**src/rtl/sfif_pkg.sv**
```systemverilog
// rtl/sfif_pkg.sv - shared SFIF TLP constants and completer state encoding.
package sfif_pkg;

  localparam logic [7:0] FT_MRD32 = 8'h00;
  localparam logic [7:0] FT_CPLD  = 8'h4A;
  localparam logic [7:0] FT_CPL   = 8'h0A;

  localparam logic [2:0] CPL_SC = 3'b000;
  localparam logic [2:0] CPL_UR = 3'b001;

  // Wide enough for buffer/beat indices of reads up to 16 dwords.
  localparam int IDX_W = 5;

  typedef enum logic [2:0] {
    ST_IDLE,
    ST_HDR,
    ST_FETCH,
    ST_SEND,
    ST_UR
  } cpl_state_e;

endpackage

```
**src/rtl/sfif_cpl_buf.sv**
```systemverilog
// rtl/sfif_cpl_buf.sv - completion payload buffer: sequential dword writes, 2-dword read port.
module sfif_cpl_buf
  import sfif_pkg::*;
#(
  parameter int MAX_DW = 8
) (
  input  logic             clk_125,
  input  logic             sfif_rstn,
  input  logic             clr,
  input  logic             wr_en,
  input  logic [31:0]      wr_data,
  output logic [IDX_W-1:0] wr_idx,
  input  logic [IDX_W-1:0] rd_idx,
  output logic [31:0]      rd_dw0,
  output logic [31:0]      rd_dw1
);

  logic [31:0]      mem [MAX_DW];
  logic [IDX_W-1:0] rd_idx1;

  always_ff @(posedge clk_125 or negedge sfif_rstn) begin
    if (!sfif_rstn) begin
      wr_idx <= '0;
    end else if (clr) begin
      wr_idx <= '0;
    end else if (wr_en) begin
      wr_idx <= wr_idx + IDX_W'(1);
    end
  end

  // Payload storage needs no reset; it is always written before being read.
  always_ff @(posedge clk_125) begin
    for (int i = 0; i < MAX_DW; i++) begin
      if (wr_en && (wr_idx == IDX_W'(i))) begin
        mem[i] <= wr_data;
      end
    end
  end

  assign rd_idx1 = rd_idx + IDX_W'(1);

  // Indices past the buffer read as zero so the odd tail dword is clean.
  always_comb begin
    rd_dw0 = '0;
    rd_dw1 = '0;
    for (int i = 0; i < MAX_DW; i++) begin
      if (rd_idx == IDX_W'(i)) begin
        rd_dw0 = mem[i];
      end
      if (rd_idx1 == IDX_W'(i)) begin
        rd_dw1 = mem[i];
      end
    end
  end

endmodule

```
**src/rtl/sfif_cpl_gen.sv**
```systemverilog
// rtl/sfif_cpl_gen.sv - MRd32 completer: decodes RX reads, fetches local dwords,
// returns a CplD or UR Cpl on the 64-bit TX stream, one request at a time.
module sfif_cpl_gen
  import sfif_pkg::*;
#(
  parameter int MAX_DW = 8,
  parameter int ADDR_W = 10
) (
  input  logic              clk_125,
  input  logic              sfif_rstn,
  input  logic              rx_st,
  input  logic              rx_end,
  input  logic [63:0]       rx_data,
  input  logic [15:0]       completer_id,
  output logic              rd_en,
  output logic [ADDR_W-1:0] rd_addr,
  input  logic [31:0]       rd_data,
  output logic              tx_val,
  input  logic              tx_rdy,
  output logic              tx_st,
  output logic              tx_end,
  output logic              tx_dwen,
  output logic [63:0]       tx_data,
  output logic              busy,
  output logic [15:0]       cpl_cnt,
  output logic [15:0]       drop_cnt
);

  cpl_state_e       state_q, state_d;
  logic [9:0]       len_q;
  logic [15:0]      req_id_q;
  logic [7:0]       tag_q;
  logic [31:0]      addr_q;
  logic [9:0]       rd_cnt_q;
  logic             cap_q;
  logic [IDX_W-1:0] beat_q;

  logic             is_mrd;
  logic             hdr_done;
  logic             len_bad;
  logic             tx_fire;
  logic             last_beat;
  logic [IDX_W-1:0] n_beats;
  logic [IDX_W-1:0] buf_wr_idx;
  logic [IDX_W-1:0] buf_rd_idx;
  logic [31:0]      dw0;
  logic [31:0]      dw1;
  logic             unused_bits;

  assign is_mrd   = rx_st && (rx_data[63:56] == FT_MRD32);
  assign hdr_done = (state_q == ST_HDR) && rx_end;
  assign len_bad  = (len_q == 10'd0) || (len_q > 10'(MAX_DW));
  assign n_beats  = IDX_W'((len_q + 10'd4) >> 1);
  assign busy     = (state_q != ST_IDLE);
  assign tx_fire  = tx_val && tx_rdy;

  assign rd_en   = (state_q == ST_FETCH) && (rd_cnt_q < len_q);
  assign rd_addr = rd_en ? (addr_q[ADDR_W+1:2] + ADDR_W'(rd_cnt_q)) : '0;

  // Beat 1 carries buf[0] in its low half; beat b>=2 carries buf[2b-3], buf[2b-2].
  assign buf_rd_idx = (beat_q < IDX_W'(2)) ? '0
                    : IDX_W'({beat_q, 1'b0} - (IDX_W + 1)'(3));

  assign unused_bits = ^{rx_data[7:0], addr_q[31:ADDR_W+2], addr_q[1:0]};

  sfif_cpl_buf #(
    .MAX_DW (MAX_DW)
  ) u_buf (
    .clk_125   (clk_125),
    .sfif_rstn (sfif_rstn),
    .clr       (hdr_done),
    .wr_en     (cap_q),
    .wr_data   (rd_data),
    .wr_idx    (buf_wr_idx),
    .rd_idx    (buf_rd_idx),
    .rd_dw0    (dw0),
    .rd_dw1    (dw1)
  );

  always_ff @(posedge clk_125 or negedge sfif_rstn) begin
    if (!sfif_rstn) begin
      state_q <= ST_IDLE;
    end else begin
      state_q <= state_d;
    end
  end

  always_comb begin
    state_d   = state_q;
    tx_val    = 1'b0;
    tx_st     = 1'b0;
    tx_end    = 1'b0;
    tx_dwen   = 1'b0;
    tx_data   = '0;
    last_beat = 1'b0;
    case (state_q)
      ST_IDLE: begin
        if (is_mrd && !rx_end) begin
          state_d = ST_HDR;
        end
      end
      ST_HDR: begin
        if (rx_end) begin
          state_d = len_bad ? ST_UR : ST_FETCH;
        end
      end
      ST_FETCH: begin
        if (cap_q && (buf_wr_idx == IDX_W'(len_q - 10'd1))) begin
          state_d = ST_SEND;
        end
      end
      ST_SEND: begin
        tx_val    = 1'b1;
        last_beat = (beat_q == n_beats - IDX_W'(1));
        tx_st     = (beat_q == '0);
        tx_end    = last_beat;
        tx_dwen   = last_beat && !len_q[0];
        if (beat_q == '0) begin
          tx_data = {FT_CPLD, 14'd0, len_q, completer_id, CPL_SC, 1'b0, len_q, 2'b00};
        end else if (beat_q == IDX_W'(1)) begin
          tx_data = {req_id_q, tag_q, 1'b0, addr_q[6:2], 2'b00, dw0};
        end else begin
          tx_data = {dw0, tx_dwen ? 32'd0 : dw1};
        end
        if (tx_fire && last_beat) begin
          state_d = ST_IDLE;
        end
      end
      ST_UR: begin
        tx_val    = 1'b1;
        last_beat = (beat_q == IDX_W'(1));
        tx_st     = (beat_q == '0);
        tx_end    = last_beat;
        tx_dwen   = last_beat;
        tx_data   = last_beat ? {req_id_q, tag_q, 8'd0, 32'd0}
                              : {FT_CPL, 24'd0, completer_id, CPL_UR, 1'b0, 12'd4};
        if (tx_fire && last_beat) begin
          state_d = ST_IDLE;
        end
      end
      default: state_d = ST_IDLE;
    endcase
  end

  always_ff @(posedge clk_125 or negedge sfif_rstn) begin
    if (!sfif_rstn) begin
      len_q    <= '0;
      req_id_q <= '0;
      tag_q    <= '0;
      addr_q   <= '0;
      rd_cnt_q <= '0;
      cap_q    <= 1'b0;
      beat_q   <= '0;
      cpl_cnt  <= '0;
      drop_cnt <= '0;
    end else begin
      if ((state_q == ST_IDLE) && is_mrd && !rx_end) begin
        len_q    <= rx_data[41:32];
        req_id_q <= rx_data[31:16];
        tag_q    <= rx_data[15:8];
      end
      if (hdr_done) begin
        addr_q   <= rx_data[63:32];
        rd_cnt_q <= '0;
      end else if (rd_en) begin
        rd_cnt_q <= rd_cnt_q + 10'd1;
      end
      // rd_data arrives one cycle after rd_en, so the capture strobe trails it.
      cap_q <= rd_en;
      if (tx_fire) begin
        beat_q <= last_beat ? '0 : beat_q + IDX_W'(1);
      end
      if (tx_fire && tx_end && (cpl_cnt != 16'hFFFF)) begin
        cpl_cnt <= cpl_cnt + 16'd1;
      end
      if (busy && is_mrd && (drop_cnt != 16'hFFFF)) begin
        drop_cnt <= drop_cnt + 16'd1;
      end
    end
  end

endmodule

```
**config.mk**
```make
export PLATFORM = sky130hd
export DESIGN_NAME = sfif_cpl_gen
export DESIGN_NICKNAME = d
export VERILOG_FILES = /design/src/rtl/sfif_pkg.sv /design/src/rtl/sfif_cpl_buf.sv /design/src/rtl/sfif_cpl_gen.sv
export SDC_FILE = /design/constraint.sdc
export NUM_CORES = 1
export LEC_CHECK = 0
export ABC_CLOCK_PERIOD_IN_PS = 8300
export CAP_MARGIN = 40
export CORE_MARGIN = 3
export CORE_UTILIZATION = 35
export DETAILED_ROUTE_END_ITERATION = 8
export GPL_ROUTABILITY_DRIVEN = 0
export GPL_TIMING_DRIVEN = 0
export PLACE_DENSITY_LB_ADDON = 0.05
export SYNTH_ARGS = -nofsm -noshare
export SYNTH_HDL_FRONTEND = slang
export SYNTH_SLANG_ARGS = --single-unit
```
**constraint.sdc**
```tcl
create_clock -name clk_125 -period 8.3 [get_ports clk_125]
set_input_delay 1.66 -clock clk_125 [delete_from_list [all_inputs] [get_ports clk_125]]
set_output_delay 1.66 -clock clk_125 [all_outputs]
set_load 0.02 [all_outputs]
```
# Word level (Yosys, flattened, before mapping)
# Memory sizes are Yosys's and may differ from the RTL's.
# Cells that the tools add are included.
[op_classes] reduce_logical=45 n_eq_ne=35 n_mux=76 n_lt_le_gt_ge=3 addsub=11
[ops] operator="32-bit two-way mux" n=24
[ops] operator="32-bit OR reduction" n=7
[ops] operator="64-bit two-way mux" n=3
[ops] operator="64-bit case mux with 2 select lines" n=1
[ops] operator="5-bit by 3-bit equality test with 1-bit output, second input constant" n=12
[ops] operator="3-bit two-way mux" n=13
[ops] operator="16-bit by 1-bit adder with 16-bit output, second input constant" n=2
[ops] operator="16-bit inequality test, second input constant" n=2
[ops] operator="5-bit by 2-bit equality test with 1-bit output, second input constant" n=6
[ops] operator="10-bit two-way mux" n=3
[ops] operator="1-bit two-way mux" n=25
[ops] operator="1-bit logical AND" n=23
[ops] operator="5-bit by 1-bit equality test with 1-bit output, second input constant" n=4
[ops] operator="5-bit zero test" n=4
[ops] operator="5-bit two-way mux" n=4
[ops] operator="5-bit by 1-bit adder with 5-bit output, second input constant" n=3
[ops] operator="3-bit case mux with 5 select lines" n=1
[ops] operator="10-bit by 1-bit adder with 10-bit output, second input constant" n=1
[ops] operator="10-bit adder" n=1
[ops] operator="5-bit equality test" n=2
[ops] operator="10-bit by 4-bit greater-than comparator with 1-bit output, second input constant" n=1
[ops] operator="10-bit zero test" n=1
[ops] operator="10-bit less-than comparator" n=1
[ops] operator="5-bit by 1-bit subtractor with 5-bit output, second input constant" n=2
[ops] operator="17 further kinds" n=24
[totals] regBits=102 mem_bits_rw=256 out_inout_bits=112 word_cells=182 input_bits=117 n_memories=1
[mem_list] memory="u_buf.mem" words=8 word_bits=32 read_ports=8 rd_clocked_by_memory_dff=0 wr=1 line_no="sfif_cpl_buf.sv:18" rtl="logic [31:0] mem [MAX_DW];"

# Depth between registers and ports, before layout
[logic_depth] ltp_word=16 depth_mapped=12 ltp_nobuf=9

# Modules after synthesis
# Synthesis repeated with hierarchy kept, for this count alone.
[hier_totals] hier_cells=1777 hier_area_um2=19698.9
[by_module_without_submodules] module="sfif_cpl_buf" area_per_inst_um2=13397.8 n_inst=1 seq_area_each_um2=7812.5 cells_each=1068
[by_module_without_submodules] module="sfif_cpl_gen" area_per_inst_um2=6301.0 n_inst=1 seq_area_each_um2=2377.3 cells_each=709

# Least setup slack after synthesis
# Ideal clock, no wire load.
[synth_path] path_type="register to register" startpoint="register cap_q" endpoint="memory u_buf.mem[2][0] (netlist: u_buf.mem[0][64]) (enable)" synth_period_minus_slack_ns=4.468 t_arrival_ns=3.965 path_stages_with_launch=4 slack_ns=3.832 required_ns=7.798 path_buffers=1 setup_time_ns=0.502 path_cell_list="dfrtp_1 clkbuf_1 nor2b_1 nor4bb_1"
[synth_via] elab_chain_cells=11 word_cells_on_any_way=45 cone_classes="30 x mux; 15 x reduce/logical"
[synth_lines] item="start, declared" line_no="sfif_cpl_gen.sv:35" rtl="logic cap_q;"
[synth_lines] item="start signal, assigned" line_no="sfif_cpl_gen.sv:169" rtl="cap_q <= rd_en;"
[synth_lines] item="1-bit logical AND" line_no="sfif_cpl_buf.sv:34" rtl="if (wr_en && (wr_idx == IDX_W'(i))) begin"
[synth_lines] item="1-bit two-way mux" line_no="sfif_cpl_buf.sv:34"
[synth_lines] item="1-bit two-way mux (not written as such)" line_no="sfif_cpl_buf.sv:35" rtl="mem[i] <= wr_data;"
[synth_lines] item="32-bit OR reduction (no source line)"
[synth_lines] item="3-bit two-way mux (no source line) / 1-bit two-way mux (equally long branches) (7 in series)"
[synth_lines] item="end, declared" line_no="sfif_cpl_buf.sv:18"
# Parallel ways exist; a longest one is shown, timed or not.

# Worst setup path after layout
[layout_path] startpoint="register beat_q[1]" endpoint="output tx_data[7]"
[layout_via] elab_chain_cells=16 word_cells_on_any_way=44 cone_classes="2 x add/sub; 1 x order compare; 16 x eq/ne; 21 x mux; 4 x reduce/logical"
[layout_lines] item="start, declared" line_no="sfif_cpl_gen.sv:36" rtl="logic [IDX_W-1:0] beat_q;"
[layout_lines] item="start signal, assigned" line_no="sfif_cpl_gen.sv:171" rtl="beat_q <= last_beat ? '0 : beat_q + IDX_W'(1);"
[layout_lines] item="5-bit by 2-bit subtractor with 5-bit output / 5-bit by 2-bit less-than comparator with 1-bit output (equally long branches)" line_no="sfif_cpl_gen.sv:62, sfif_cpl_gen.sv:61"
[layout_lines] item="5-bit two-way mux" line_no="sfif_cpl_gen.sv:61" rtl="assign buf_rd_idx = (beat_q < IDX_W'(2)) ? '0"
[layout_lines] item="5-bit by 1-bit adder with 5-bit output" line_no="sfif_cpl_buf.sv:40" rtl="assign rd_idx1 = rd_idx + IDX_W'(1);"
[layout_lines] item="5-bit zero test" line_no="sfif_cpl_buf.sv:50" rtl="if (rd_idx1 == IDX_W'(i)) begin"
[layout_lines] item="32-bit two-way mux (8 in series)" line_no="sfif_cpl_buf.sv:50"
[layout_lines] item="32-bit two-way mux" line_no="sfif_cpl_gen.sv:123" rtl="tx_data = {dw0, tx_dwen ? 32'd0 : dw1};"
[layout_lines] item="64-bit two-way mux" line_no="sfif_cpl_gen.sv:120" rtl="end else if (beat_q == IDX_W'(1)) begin"
[layout_lines] item="64-bit two-way mux *" line_no="sfif_cpl_gen.sv:118" rtl="if (beat_q == '0) begin"
[layout_lines] item="64-bit case mux with 2 select lines *" line_no="sfif_cpl_gen.sv:96" rtl="case (state_q)"
[layout_lines] item="end, declared" line_no="sfif_cpl_gen.sv:23" rtl="output logic [63:0] tx_data,"
# Mark *: on every way between the ends. The rest lies on a longest branch, timed or not.

==> flow_summary.ini <==
[yosys]
synth_top_area_share_pct = 46.3
synthTopCellsByArea = edfxtp_1 (46%), dfrtp_1 (15%), nand2_1 (3.2%)
async_flop_share_pct = 28.1
synth-edff-count = 256
syn_avg_cell_area_um2 = 12.7
yosysSeqAreaShare_pct = 61.4
netlist_instances = 1307
ys_types = 79
synth_fp_nets = 1464
ys_ff_latch = 356
yosysTopAreaCell = edfxtp_1
synth_ff_type = edfxtp_1
synth_area_um2 = 16600
yosysWarnings = 0

[floorplan]
die-area_um2 = 50100
initial_core_util_pct = 35.6
ioPinCount = 229
fp-row-count = 79
fp.dieW_um = 224
die_h_um = 224
coreArea_um2 = 46700

[sta]
hold_viol = 0
fin_crit_sh_pct = 78.8
tightest_slew_ps = 963
finalCriticalPeriod_ps = 6540
rsz0062_at_grt = no
slew_viol_final = 0
setup_viol = 0
worst_slack_ps = 1760
slew_headroom_pct = 35.8
fin_worst_skew_ps = 14.8
fmax_mhz = 153
fin_setup_tns_ps = 0

[run]
maxCapViolCount = 0

[worst_setup_path]
worstPathRequired_ps = 6640
crit_type = reg -> out
end_kind = output port
cp-start-kind = flop
cp_max_fo = 10
cp.arrival_ps = 4880

[finish]
finalNonFillerCells = 2231
fin_nets = 1749
areaGrowthSynthToFinish_pct = 28.0
drive_above_1_share_pct = 12.5
fill_cells = 4327

[clocking]
cts_num_sinks = 356
numCtsBuffers = 41
clock_latency_ps = 570
clockRootBuffer = clkbuf_16
clk_pin_slew_ps = 60
hold_buffers = 0
cts_tree = yes
cts_max_level = 2
cts_buffer_depth = 3
ctsResizeCount = 0
post_cts_buffers = 0

[grt]
grt_pass1_vias = 12364
antenna_found_initial = 1
grt_remaining_overflow = 0
grt_start_max_net_pins = 60
grt_pass1_wl_um = 83100
grt.total_usage_pct = 22.4

[placement]
dp_slack_ps = 2370
io_buffers = 208
place_inst = 2154
dp_hpwl_um = 41000

[detailed_routing]
drcViolationCount = 0
via_count = 12267
wl_um = 56900
dr.first_iter.drc_count = 1347
detail_route.vias_per_cell = 5.50
drt_pre_antenna_iters = 6
wl_per_cell_um = 25.5
ant_nets = 0

[power_and_ir_drop]
p_leak_nw = 7.92
power_w = 0.00406
peakVddDrop_mv = 0.138
p_per_area_nw_per_um2 = 191

[worst_hold_path]
hold_class = reg -> reg

[run_status]
status = complete, no violations
worst max-delay path, cell delays in order, from the launching register on:
cell             delay (ps)
dfrtp_1                 400
buf_2                   190
inv_1                   240
ha_1                    190
buf_2                   190
nor3b_2                 560
buf_2                   460
clkbuf_1                590
a22oi_1                 190
nand2_1                  90
nand2_1                  50
o21ai_0                 450
clkdlybuf4s50_1         710
Yosys cell counts (3+ instances only):
cell / n
buf_4: 4
nand3_1: 26
o211ai_1: 3
xor2_1: 25
mux2_2: 39
ha_1: 39
a21o_1: 16
and3_1: 4
nand2b_1: 11
nor4_2: 4
a222oi_1: 34
a211oi_1: 23
nand4_1: 18
dfrtp_1: 100
and4_1: 4
a221o_1: 7
o21ai_1: 16
nor4_1: 7
nor3_1: 22
a22oi_1: 39
buf_2: 24
o21ai_0: 52
inv_1: 22
buf_6: 4
nand3b_1: 4
xnor2_1: 28
a221oi_1: 20
mux2i_1: 39
o21a_1: 5
nor2_1: 65
or3_1: 4
nor2b_1: 3
clkbuf_1: 46
a21oi_1: 76
nand2_1: 140
o221a_1: 12
edfxtp_1: 256
a31oi_1: 3
and2_1: 13
cell families after synthesis:
family                     Yosys count  synth area share (%)
DFF                                356                  61.4
and+or+nand+nor                    340                  10.1
xor gates and xnor gates            57                  3.23
adders and majority gates           40                  3.06
AOI/OAI and AO/OA                  333                  14.4
muxes                               78                  5.00
buffers and inverters              103                  2.78
final timing paths:
path	from	endpoint	slack (ps)	cells past startpoint
max	beat_q[1]	tx_data[7]	1760	12
min	addr_q[9]	addr_q[9]	480	2
max reg2reg	len_q[2]	cpl_cnt[12]	5440	10
min reg2reg	addr_q[9]	addr_q[9]	480	2
max in group asynchronous	sfif_rstn	rd_cnt_q[8]	6480	2
min in group asynchronous	sfif_rstn	cpl_cnt[8]	1100	1
per-stage QoR:
| stage | hold WS, ps | cell area, µm² | utilization, % |
|---|---|---|---|
| floorplan | 452 | 16600 | - |
| global placement | 467 | 19400 | 41.7 |
| detailed placement | 472 | 19800 | 42.5 |
| CTS | 485 | 21200 | 45.5 |
| global route | 510 | 21200 | 45.5 |
| finish | 476 | 21200 | 45.5 |
layer usage:
layer / wire [µm] / global-route usage, %
met3: 3640 / 4.46
met2: 26500 / 35.8
met5: 0 / 0
met1: 25000 / 30.6
met4: 1770 / 7.94
registers in the layout, summed over array words and instances (netlist names):
register      count
u_buf.wr_idx      5
rd_cnt_q         10
tag_q             8
state_q           3
beat_q            5
cpl_cnt          16
len_q            10
addr_q           10
cap_q             1
req_id_q         16
drop_cnt         16
u_buf.mem       256
placed cells by master, fill, tap and decap left out, types with 5 or more instances in the layout:
cell type,netlist,final
a211oi_1,23,23
a21o_1,16,16
a21oi_1,76,76
a221o_1,7,7
a221oi_1,20,20
a222oi_1,34,34
a22oi_1,39,39
and2_1,13,13
buf_2,24,27
buf_4,4,19
buf_6,4,13
bufinv_16,0,5
clkbuf_1,46,49
clkbuf_16,0,42
clkdlybuf4s50_1,0,207
clkinv_1,0,8
clkinv_2,0,9
dfrtp_1,100,100
edfxtp_1,256,256
ha_1,39,39
inv_1,22,22
mux2_2,39,39
mux2i_1,39,39
nand2_1,140,140
nand2b_1,11,11
nand3_1,26,26
nand4_1,18,18
nor2_1,65,63
nor3_1,22,19
nor4_1,7,6
nor4_2,4,5
o21a_1,5,5
o21ai_0,52,52
o21ai_1,16,16
o221a_1,12,12
xnor2_1,28,28
xor2_1,25,25
cell type report:
| class | instances | area, µm² | share of cell area, % |
|---|---|---|---|
| diodes | 1 | 2.50 | 0.0118 |
| repair buffers | 242 | 2450 | 11.5 |
| plain buffers | 80 | 375 | 1.77 |
| multi-input cells | 848 | 5990 | 28.2 |
| inverters | 23 | 86.3 | 0.406 |
| clock inverters | 26 | 277 | 1.30 |
| well taps | 607 | 759 | 3.58 |
| flip-flops and latches | 356 | 10200 | 48.0 |
| clock buffers | 48 | 1100 | 5.20 |
report_power, final:
group	switching (W)	leakage, nW	internal [W]	total [W]
logic	0.000161	3.60	0.000104	0.000265
registers	0.0000135	3.64	0.00192	0.00193
clock network	0.000751	0.678	0.00111	0.00186
total	0.000926	7.92	0.00313	0.00406
No activity file was read; power rests on OpenSTA's default activity.
